`src/rtl/mem_uart_ctrl_pkg.sv`:
```
// Shared state encoding, default header bytes and the write-MSB helper for the UART memory master.
package mem_uart_ctrl_pkg;

   typedef enum logic [3:0] {
      S_IDLE,
      S_HDR,
      S_ADDR,
      S_AMSB,
      S_MASK,
      S_WDATA,
      S_WMSB,
      S_RDATA,
      S_DONE
   } state_t;

   localparam logic [7:0] HDR_RD_DEF = 8'hC0;
   localparam logic [7:0] HDR_WR_DEF = 8'h80;

   // Bit 7 of each data lane that is part of the access; lanes above len read 0.
   function automatic logic [3:0] msb_mask(input logic [31:0] v, input logic [1:0] len);
      logic [3:0] m;
      m = 4'b0000;
      for (int i = 0; i < 4; i++) begin
         m[i] = v[8*i+7] & (2'(i) <= len);
      end
      return m;
   endfunction

endpackage

```
`src/rtl/mem_uart_txmux.sv`:
```
// Frame byte selector: picks the outgoing UART byte from FSM state, lane counter and latched request.
module mem_uart_txmux
   import mem_uart_ctrl_pkg::*;
#(
   parameter logic [7:0] HDR_RD = HDR_RD_DEF,
   parameter logic [7:0] HDR_WR = HDR_WR_DEF
)(
   input  logic [3:0]  state,
   input  logic [1:0]  cnt,
   input  logic        we,
   input  logic [31:0] addr,
   input  logic [1:0]  len,
   input  logic [31:0] wdata,
   output logic [7:0]  tx_byte
);

   always_comb begin
      tx_byte = 8'h00;
      case (state_t'(state))
         S_HDR:   tx_byte = we ? HDR_WR : HDR_RD;
         S_ADDR:  tx_byte = {1'b0, addr[{cnt, 3'b000} +: 7]};
         S_AMSB:  tx_byte = {4'b0000, addr[31], addr[23], addr[15], addr[7]};
         S_MASK:  tx_byte = {6'b000000, len};
         S_WDATA: tx_byte = {1'b0, wdata[{cnt, 3'b000} +: 7]};
         S_WMSB:  tx_byte = {4'b0000, msb_mask(wdata, len)};
         default: tx_byte = 8'h00;
      endcase
   end

endmodule

```
`src/rtl/mem_uart_ctrl.sv`:
```
// CPU memory master speaking the UART RAM byte protocol; one request in flight.
// Optional MEM_UART_TIMEOUT_EN adds a per-byte read-reply timeout that reports via resp_err.
//
// state   | meaning
// S_IDLE  | ready for a CPU request
// S_HDR   | sending read/write header
// S_ADDR  | sending address low-7 segments, cnt 0..3
// S_AMSB  | sending address bit-7 collection byte
// S_MASK  | sending length byte
// S_WDATA | sending write data low-7 segments, cnt 0..len
// S_WMSB  | sending write data bit-7 collection byte
// S_RDATA | collecting read reply bytes, cnt 0..len
// S_DONE  | one-cycle response pulse
module mem_uart_ctrl
   import mem_uart_ctrl_pkg::*;
#(
   parameter int unsigned TIMEOUT_CYC = 1000000,
   parameter logic [7:0]  HDR_RD      = HDR_RD_DEF,
   parameter logic [7:0]  HDR_WR      = HDR_WR_DEF
)(
   input  logic        clk,
   input  logic        rst,
   input  logic        req_valid,
   output logic        req_ready,
   input  logic        req_we,
   input  logic [31:0] req_addr,
   input  logic [1:0]  req_len,
   input  logic [31:0] req_wdata,
   output logic        resp_valid,
   output logic [31:0] resp_rdata,
   output logic        resp_err,
   output logic        tx_valid,
   output logic [7:0]  tx_data,
   input  logic        tx_ready,
   input  logic        rx_valid,
   input  logic [7:0]  rx_data,
   output logic        rx_ready
);

   state_t      state, state_nxt;
   logic [1:0]  cnt;
   logic        r_we;
   logic [31:0] r_addr;
   logic [1:0]  r_len;
   logic [31:0] r_wdata;
   logic [7:0]  tx_byte;
   logic        accept, tx_fire, rx_take, tmo_expired, resp_err_q;

   assign accept   = (state == S_IDLE) && req_valid;
   assign tx_fire  = tx_valid && tx_ready;
   assign rx_take  = (state == S_RDATA) && rx_valid;
   assign rx_ready = 1'b1;
   assign resp_err = resp_err_q;

   mem_uart_txmux #(.HDR_RD(HDR_RD), .HDR_WR(HDR_WR)) u_txmux (
      .state   (state),
      .cnt     (cnt),
      .we      (r_we),
      .addr    (r_addr),
      .len     (r_len),
      .wdata   (r_wdata),
      .tx_byte (tx_byte)
   );

   always_ff @(posedge clk) begin
      if (!rst) state <= S_IDLE;
      else      state <= state_nxt;
   end

   always_comb begin
      state_nxt = state;
      case (state)
         S_IDLE:  if (req_valid) state_nxt = S_HDR;
         S_HDR:   if (tx_ready) state_nxt = S_ADDR;
         S_ADDR:  if (tx_ready && cnt == 2'd3) state_nxt = S_AMSB;
         S_AMSB:  if (tx_ready) state_nxt = S_MASK;
         S_MASK:  if (tx_ready) state_nxt = r_we ? S_WDATA : S_RDATA;
         S_WDATA: if (tx_ready && cnt == r_len) state_nxt = S_WMSB;
         S_WMSB:  if (tx_ready) state_nxt = S_DONE;
         S_RDATA: if ((rx_valid && cnt == r_len) || tmo_expired) state_nxt = S_DONE;
         S_DONE:  state_nxt = S_IDLE;
         default: state_nxt = S_IDLE;
      endcase
   end

   always_comb begin
      req_ready  = (state == S_IDLE);
      resp_valid = (state == S_DONE);
      tx_valid   = state inside {S_HDR, S_ADDR, S_AMSB, S_MASK, S_WDATA, S_WMSB};
      tx_data    = tx_byte;
   end

   // cnt restarts on every state change, so it only ever walks 0..len (or 0..3 for the address).
   always_ff @(posedge clk) begin
      if (!rst) begin
         cnt        <= 2'd0;
         r_we       <= 1'b0;
         r_addr     <= 32'd0;
         r_len      <= 2'd0;
         r_wdata    <= 32'd0;
         resp_rdata <= 32'd0;
         resp_err_q <= 1'b0;
      end else begin
         if (state_nxt != state)
            cnt <= 2'd0;
         else if ((tx_fire && (state inside {S_ADDR, S_WDATA})) || rx_take)
            cnt <= cnt + 2'd1;
         if (accept) begin
            r_we       <= req_we;
            r_addr     <= req_addr;
            r_len      <= req_len;
            r_wdata    <= req_wdata;
            resp_rdata <= 32'd0;
            resp_err_q <= 1'b0;
         end
         if (rx_take)
            resp_rdata[{cnt, 3'b000} +: 8] <= rx_data;
         if (tmo_expired)
            resp_err_q <= 1'b1;
      end
   end

`ifdef MEM_UART_TIMEOUT_EN
   logic [31:0] tmo_cnt;

   // Reloads outside S_RDATA and on every reply byte; expires after TIMEOUT_CYC quiet cycles.
   always_ff @(posedge clk) begin
      if (!rst)
         tmo_cnt <= 32'd0;
      else if ((state != S_RDATA) || rx_valid)
         tmo_cnt <= 32'(TIMEOUT_CYC - 1);
      else if (tmo_cnt != 32'd0)
         tmo_cnt <= tmo_cnt - 32'd1;
   end

   assign tmo_expired = (state == S_RDATA) && !rx_valid && (tmo_cnt == 32'd0);
`else
   // No reply timeout in this build: S_RDATA waits for every byte.
   assign tmo_expired = (TIMEOUT_CYC == 0) & 1'b0;
`endif

endmodule

```
`config.mk`:
```
export PLATFORM = sky130hd
export DESIGN_NAME = mem_uart_ctrl
export DESIGN_NICKNAME = d
export VERILOG_FILES = /design/src/rtl/mem_uart_ctrl_pkg.sv /design/src/rtl/mem_uart_txmux.sv /design/src/rtl/mem_uart_ctrl.sv
export SDC_FILE = /design/constraint.sdc
export NUM_CORES = 1
export LEC_CHECK = 0
export CAP_MARGIN = 15
export CORE_UTILIZATION = 40
export DETAILED_ROUTE_END_ITERATION = 10
export PLACE_DENSITY = 0.79
export SETUP_SLACK_MARGIN = 0.5
export SLEW_MARGIN = 15
export SYNTH_ARGS = -nofsm -noshare
export SYNTH_HDL_FRONTEND = slang
export SYNTH_HIERARCHICAL = 1
export SYNTH_SLANG_ARGS = --single-unit
```
`constraint.sdc`:
```
create_clock -name clk -period 2.3 [get_ports clk]
set_input_delay 0.23 -clock clk [delete_from_list [all_inputs] [get_ports clk]]
set_output_delay 0.23 -clock clk [all_outputs]
set_load 0.05 [all_outputs]
```
# After elaboration in Yosys (flattened, before gate mapping)
# Index checks and enable logic that the tools add are counted.
[op_classes]
n_addsub = 2
magnitude_cmp = 4
eq_ne = 11
shifts = 4
muxes = 16
n_bitwise = 5
n_reduce_logical = 12
[ops]
columns = ["op", "n"]
rows = [
  ["32-bit 2-to-1 mux", 3],
  ["32-bit by 6-bit variable part select with 7-bit output", 2],
  ["8-bit one-hot mux with 6 select lines", 1],
  ["32-bit bitwise mux", 1],
  ["4-bit 2-to-1 mux", 8],
  ["4-bit one-hot mux with 8 select lines", 1],
  ["8-bit by 7-bit variable shift with 32-bit output, first input constant", 1],
  ["8-bit by 7-bit variable part select with 32-bit output", 1],
  ["4-bit by 3-bit equality test with 1-bit output, second input constant", 4],
  ["4-bit by 2-bit equality test with 1-bit output, second input constant", 2],
  ["1-bit logical AND", 7],
  ["7-bit 2-to-1 mux", 1],
  ["5-bit negator with 7-bit output", 1],
  ["6-bit nonzero test", 1],
  ["1-bit AND", 4],
  ["4-bit by 1-bit equality test with 1-bit output, second input constant", 1],
  ["4-bit equality test, second input constant", 1],
  ["1-bit by 2-bit less-or-equal comparator with 1-bit output, first input constant", 2],
  ["2-bit less-or-equal comparator, first input constant", 2],
  ["4-bit logical NOT", 1],
  ["4-bit != test", 1],
  ["2-bit by 1-bit adder with 2-bit output, second input constant", 1],
  ["2-bit equality test", 1],
  ["2-bit equality test, second input constant", 1],
  ["other kinds (5)", 5],
]
[totals]
reg_bits = 105
output_inout_bits = 45
word_cells = 61

# Logic depth before layout (Yosys ltp)
[depth]
ltp_word = 6
depth_mapped = 8
mapped_depth_nobuf = 6

# Cells and area by module
# The synthesis kept the hierarchy.
[modules_own_cells]
columns = ["module", "instances", "cells_per_inst", "area_each_um2"]
rows = [
  ["mem_uart_ctrl", 1, 469, 4260.3],
  ["mem_uart_txmux", 1, 69, 638.1],
]

# Worst setup path before layout
# Ideal clock, no wire load.
[synth_timing]
path_type = "reg-to-output"
startpoint = "reg state[2]"
endpoint = "out tx_data[6]"
t_arrival_ns = 2.545
t_required_ns = 2.070
setup_slack_ns = -0.475
stages_incl_launch_ff = 5
n_path_buf = 0
cell_sequence = "dfxtp_1 -> and2b_1 -> nor3b_1 -> nand2b_1 -> o21ai_0"
[synth_between]
elab_chain_len = 2
[synth_rtl]
columns = ["element", "line_no", "source"]
rows = [
  ["start: declaration", "mem_uart_ctrl.sv:40", "state_t state, state_nxt;"],
  ["start signal: assignment", "mem_uart_ctrl.sv:67", "else state <= state_nxt;"],
  ["4-bit by 3-bit equality test with 1-bit output (tied with other cells)", "mem_uart_txmux.sv:19", "case (state_t'(state))"],
  ["8-bit one-hot mux with 6 select lines *", "mem_uart_txmux.sv:19", ""],
  ["end: declaration", "mem_uart_ctrl.sv:33", "output logic [7:0] tx_data,"],
]
# Every way passes the cells marked *; elsewhere a longest branch is shown, timed or not.

# Worst setup path in the final report
[layout_timing]
startpoint = "reg state[1]"
endpoint = "out tx_data[0]"
# The elaborated chain is that of the path after synthesis.

==> summary.txt <==
Status
  • Status: finished, violations left
  • Failing checks: setup timing

Worst setup path
  • Reg2reg path depth: 9
  • Reg-to-reg critical path endpoint: resp_rdata[13]
  • Critical path endpoint category: output port
  • Kind of critical path: register to output port
  • CP Launch Type: register
  • Worst path arrival time: 2150 ps
  • Crit path max fanout: 9
  • Reg2reg setup slack: 420 ps
  • Critical Path RT: 2070 ps
  • R2R Path Start: cnt[0]

Finish
  • Share of layout cells above drive strength 1: 22.8%
  • Filler Cells Inserted: 887
  • Post-layout nets: 765
  • Most common cell after layout, fill and taps aside: nand2_1
  • P&R area growth vs syn: 52.3%
  • Most frequent cells in the layout: nand2_1, clkdlybuf4s50_1, dfxtp_1
  • Post-layout util: 62.4%

Yosys
  • Largest family of logic cells by synthesized area: simple AND/OR/NAND/NOR gates
  • Sequential area share after synthesis: 42.9%
  • Post-synth EDFFs: 0
  • Compound-Gate Fraction of Synth Area: 21.0%
  • Cells after Synth: 538
  • Synthesis Warnings: 6
  • Mux cell area share after synthesis: 7.43%
  • Distinct cells, synth: 57
  • Synth async-reset ratio: 0%
  • XOR/XNOR share of the synthesized area: 0.536%
  • Syn Std Cell Area: 4900 µm²
  • Simple-gate share of the synthesized area: 21.6%
  • Primary FF master, synth: dfxtp_1
  • Post-synthesis adder-cell area fraction: 1.28%
  • FF+latch count, synth: 105
  • Mean Syn Cell Area: 9.10 µm²
  • Syn_nets: 623

Hold path
  • WHS Endpoint: resp_rdata[19]
  • Hold path startpoint: rst
  • Hold Path Depth: 2
  • Worst Hold Class: input port to register

GRT
  • First-pass GRT wire length: 22.5 mm
  • Gr usage total: 22.5%
  • Largest net degree at the start of global routing: 68
  • Met1 Track Usage GR: 26.7%
  • GR Overflow Total: 0
  • Vias in the first global route: 4,452
  • Routing usage on met3: 3.94%
  • Met2 Resource Use GR: 39.9%
  • Grt peak-use layer: met2
  • Initial antenna violation count: 1

Timing
  • Fin. Hold Viols: 0
  • Setup ws final: -81.5 ps
  • Setup Viol. Count Final: 2
  • RSZ-0062 raised after global routing: true
  • Tmin final: 2380 ps
  • Achievable Freq: 420 MHz
  • Fin crit share: 104%
  • Final Skew: 11.8 ps
  • Hold_ws: 328 ps
  • Slew Limit Fails: 0
  • Worst-Margin Slew: 525 ps
  • Slew margin rel.: 64.9%

CTS
  • Max Root-Sink Buffers: 2
  • CTS tree: done
  • Skew-Pair Late Insertion Delay: 350 ps
  • Clk sinks: 105
  • Reg clk slew, reported paths: 80 ps
  • Htree depth: 3
  • CTS buffer count: 9
  • Clk root buf: clkbuf_16

Placement
  • Detailed placement HPWL: 9.87 mm
  • IO buf count: 122
  • GPL Wtd Cong: 0.828

Route
  • Routed vias: 4,797
  • Mean number of vias per cell: 5.77
  • Final ANT Viol Nets: 0
  • Initial drt markers: 367
  • Final wirelength: 17.2 mm
  • Pre-Repair DR Iteration Count: 6
  • Wire per inst: 20.6 µm
  • # DRC: 0

Die
  • Die Span Y: 113 µm
  • Chip Width: 113 µm
  • Initial core utilization: 41.0%
  • Core Region: 12,000 µm²
  • Core Rows: 40
  • Die area: 12,700 µm²
  • IO Pins: 125

Run
  • Number of max-cap violations: 0

Power
  • Worst VDD drop: 0.361 mV
  • Overall Power: 0.00457 W
  • Pleak: 2.79 nW
  • PwrDens: 612 nW/µm²
==> power breakdown <==
group,internal [W],switching (W),total (W)
clock network,0.000744,0.000727,0.00147
logic,0.000529,0.000573,0.00110
registers,0.00192,0.0000740,0.00200
total,0.00319,0.00137,0.00457
==> cell usage after synthesis (all sizes together) (2+ instances only) <==
cell type	n	area, µm²
a21boi	67	503
a21oi	3	15.0
a221oi	3	26.3
a22o	18	158
a22oi	2	15.0
a31oi	3	18.8
a32oi	17	149
and2	3	18.8
and3	3	18.8
buf	25	155
clkbuf	17	63.8
conb	2	7.51
dfxtp	105	2100
ha	5	62.6
inv	8	30.0
mux2i	18	180
mux4	8	184
nand2	143	544
nand2b	3	18.8
nand3	9	45.0
nand3b	2	15.0
nand4b	2	17.5
nor2	5	18.8
nor2b	22	138
nor3	7	35.0
nor3b	3	22.5
nor4	3	63.8
o211ai	3	22.5
o21ai	5	25.0
or2b	2	15.0
xnor2	3	26.3
==> worst max-delay path, stage by stage, from the launching register on <==
cell       delay (ps)
dfxtp_2           330
and4bb_4          410
clkbuf_16         200
mux2i_1           240
a22oi_1           140
a22o_2            320
buf_12            150
==> cell type report <==
| cell class | count | area (µm²) | share of cell area [%] |
|---|---|---|---|
| multi-input cells | 385 | 2930 | 39.2 |
| inverters | 8 | 43.8 | 0.587 |
| clock inverters | 6 | 46.3 | 0.620 |
| repair buffers | 171 | 1910 | 25.6 |
| diodes | 1 | 2.50 | 0.0335 |
| flip-flops and latches | 105 | 2120 | 28.4 |
| clock buffers | 9 | 225 | 3.02 |
| well taps | 147 | 184 | 2.46 |
==> cells by family after synthesis <==
group | after synthesis
compound gates | 132
xor+xnor | 3
fa+ha+maj | 5
buf+inv | 50
flops | 105
mux | 26
other cells | 2
simple gates | 215
==> registers in the layout (all words and copies together), names as in the netlist <==
name / flops
cnt: 2
r_addr: 32
r_len: 2
r_wdata: 32
r_we: 1
resp_rdata: 32
state: 4
==> worst max path at each step <==
| stage | slack, ps | start | end | depth (start not counted) |
|---|---|---|---|---|
| finish | -80 | state[1] | tx_data[0] | 6 |
| global route | -100 | state[1] | tx_data[0] | 6 |
| CTS | 2 | state[3] | tx_data[1] | 6 |
| detailed placement | 180 | cnt[0] | resp_rdata[20] | 6 |
| global placement | 260 | rx_valid | resp_rdata[8] | 5 |
| floorplan | 320 | state[2] | tx_data[6] | 4 |
==> per-layer routing <==
| metal | part of all wire [%] | wire length, µm |
|---|---|---|
| met5 | 0 | 0 |
| met4 | 3.4 | 588 |
| met3 | 7.0 | 1200 |
| met2 | 51 | 8720 |
| met1 | 39 | 6660 |
==> timing repair <==
item / CTS / global route
pin swaps: 3 / 17
endpoints found under the setup margin: 98 / 104
buffers inserted: 12 / 15
gates resized for setup: 31 / 64
hold buffers: 0 / 0
cloned: 1 / 11
==> per-stage QoR <==
| step | area (µm²) | setup WS [ps] | setup TNS [ps] | std cells |
|---|---|---|---|---|
| 5_1_grt | 7460 | -104 | -211 | 832 |
| 3_3_place_gp | 6340 | 263 | 0 | 777 |
| 2_1_floorplan | 5130 | 323 | 0 | 538 |
| 4_1_cts | 6860 | 1.87 | 0 | 805 |
| 3_5_place_dp | 6340 | 176 | 0 | 777 |
| 6_report | 7460 | -81.5 | -128 | 832 |
(Power assumes the default switching activity.)
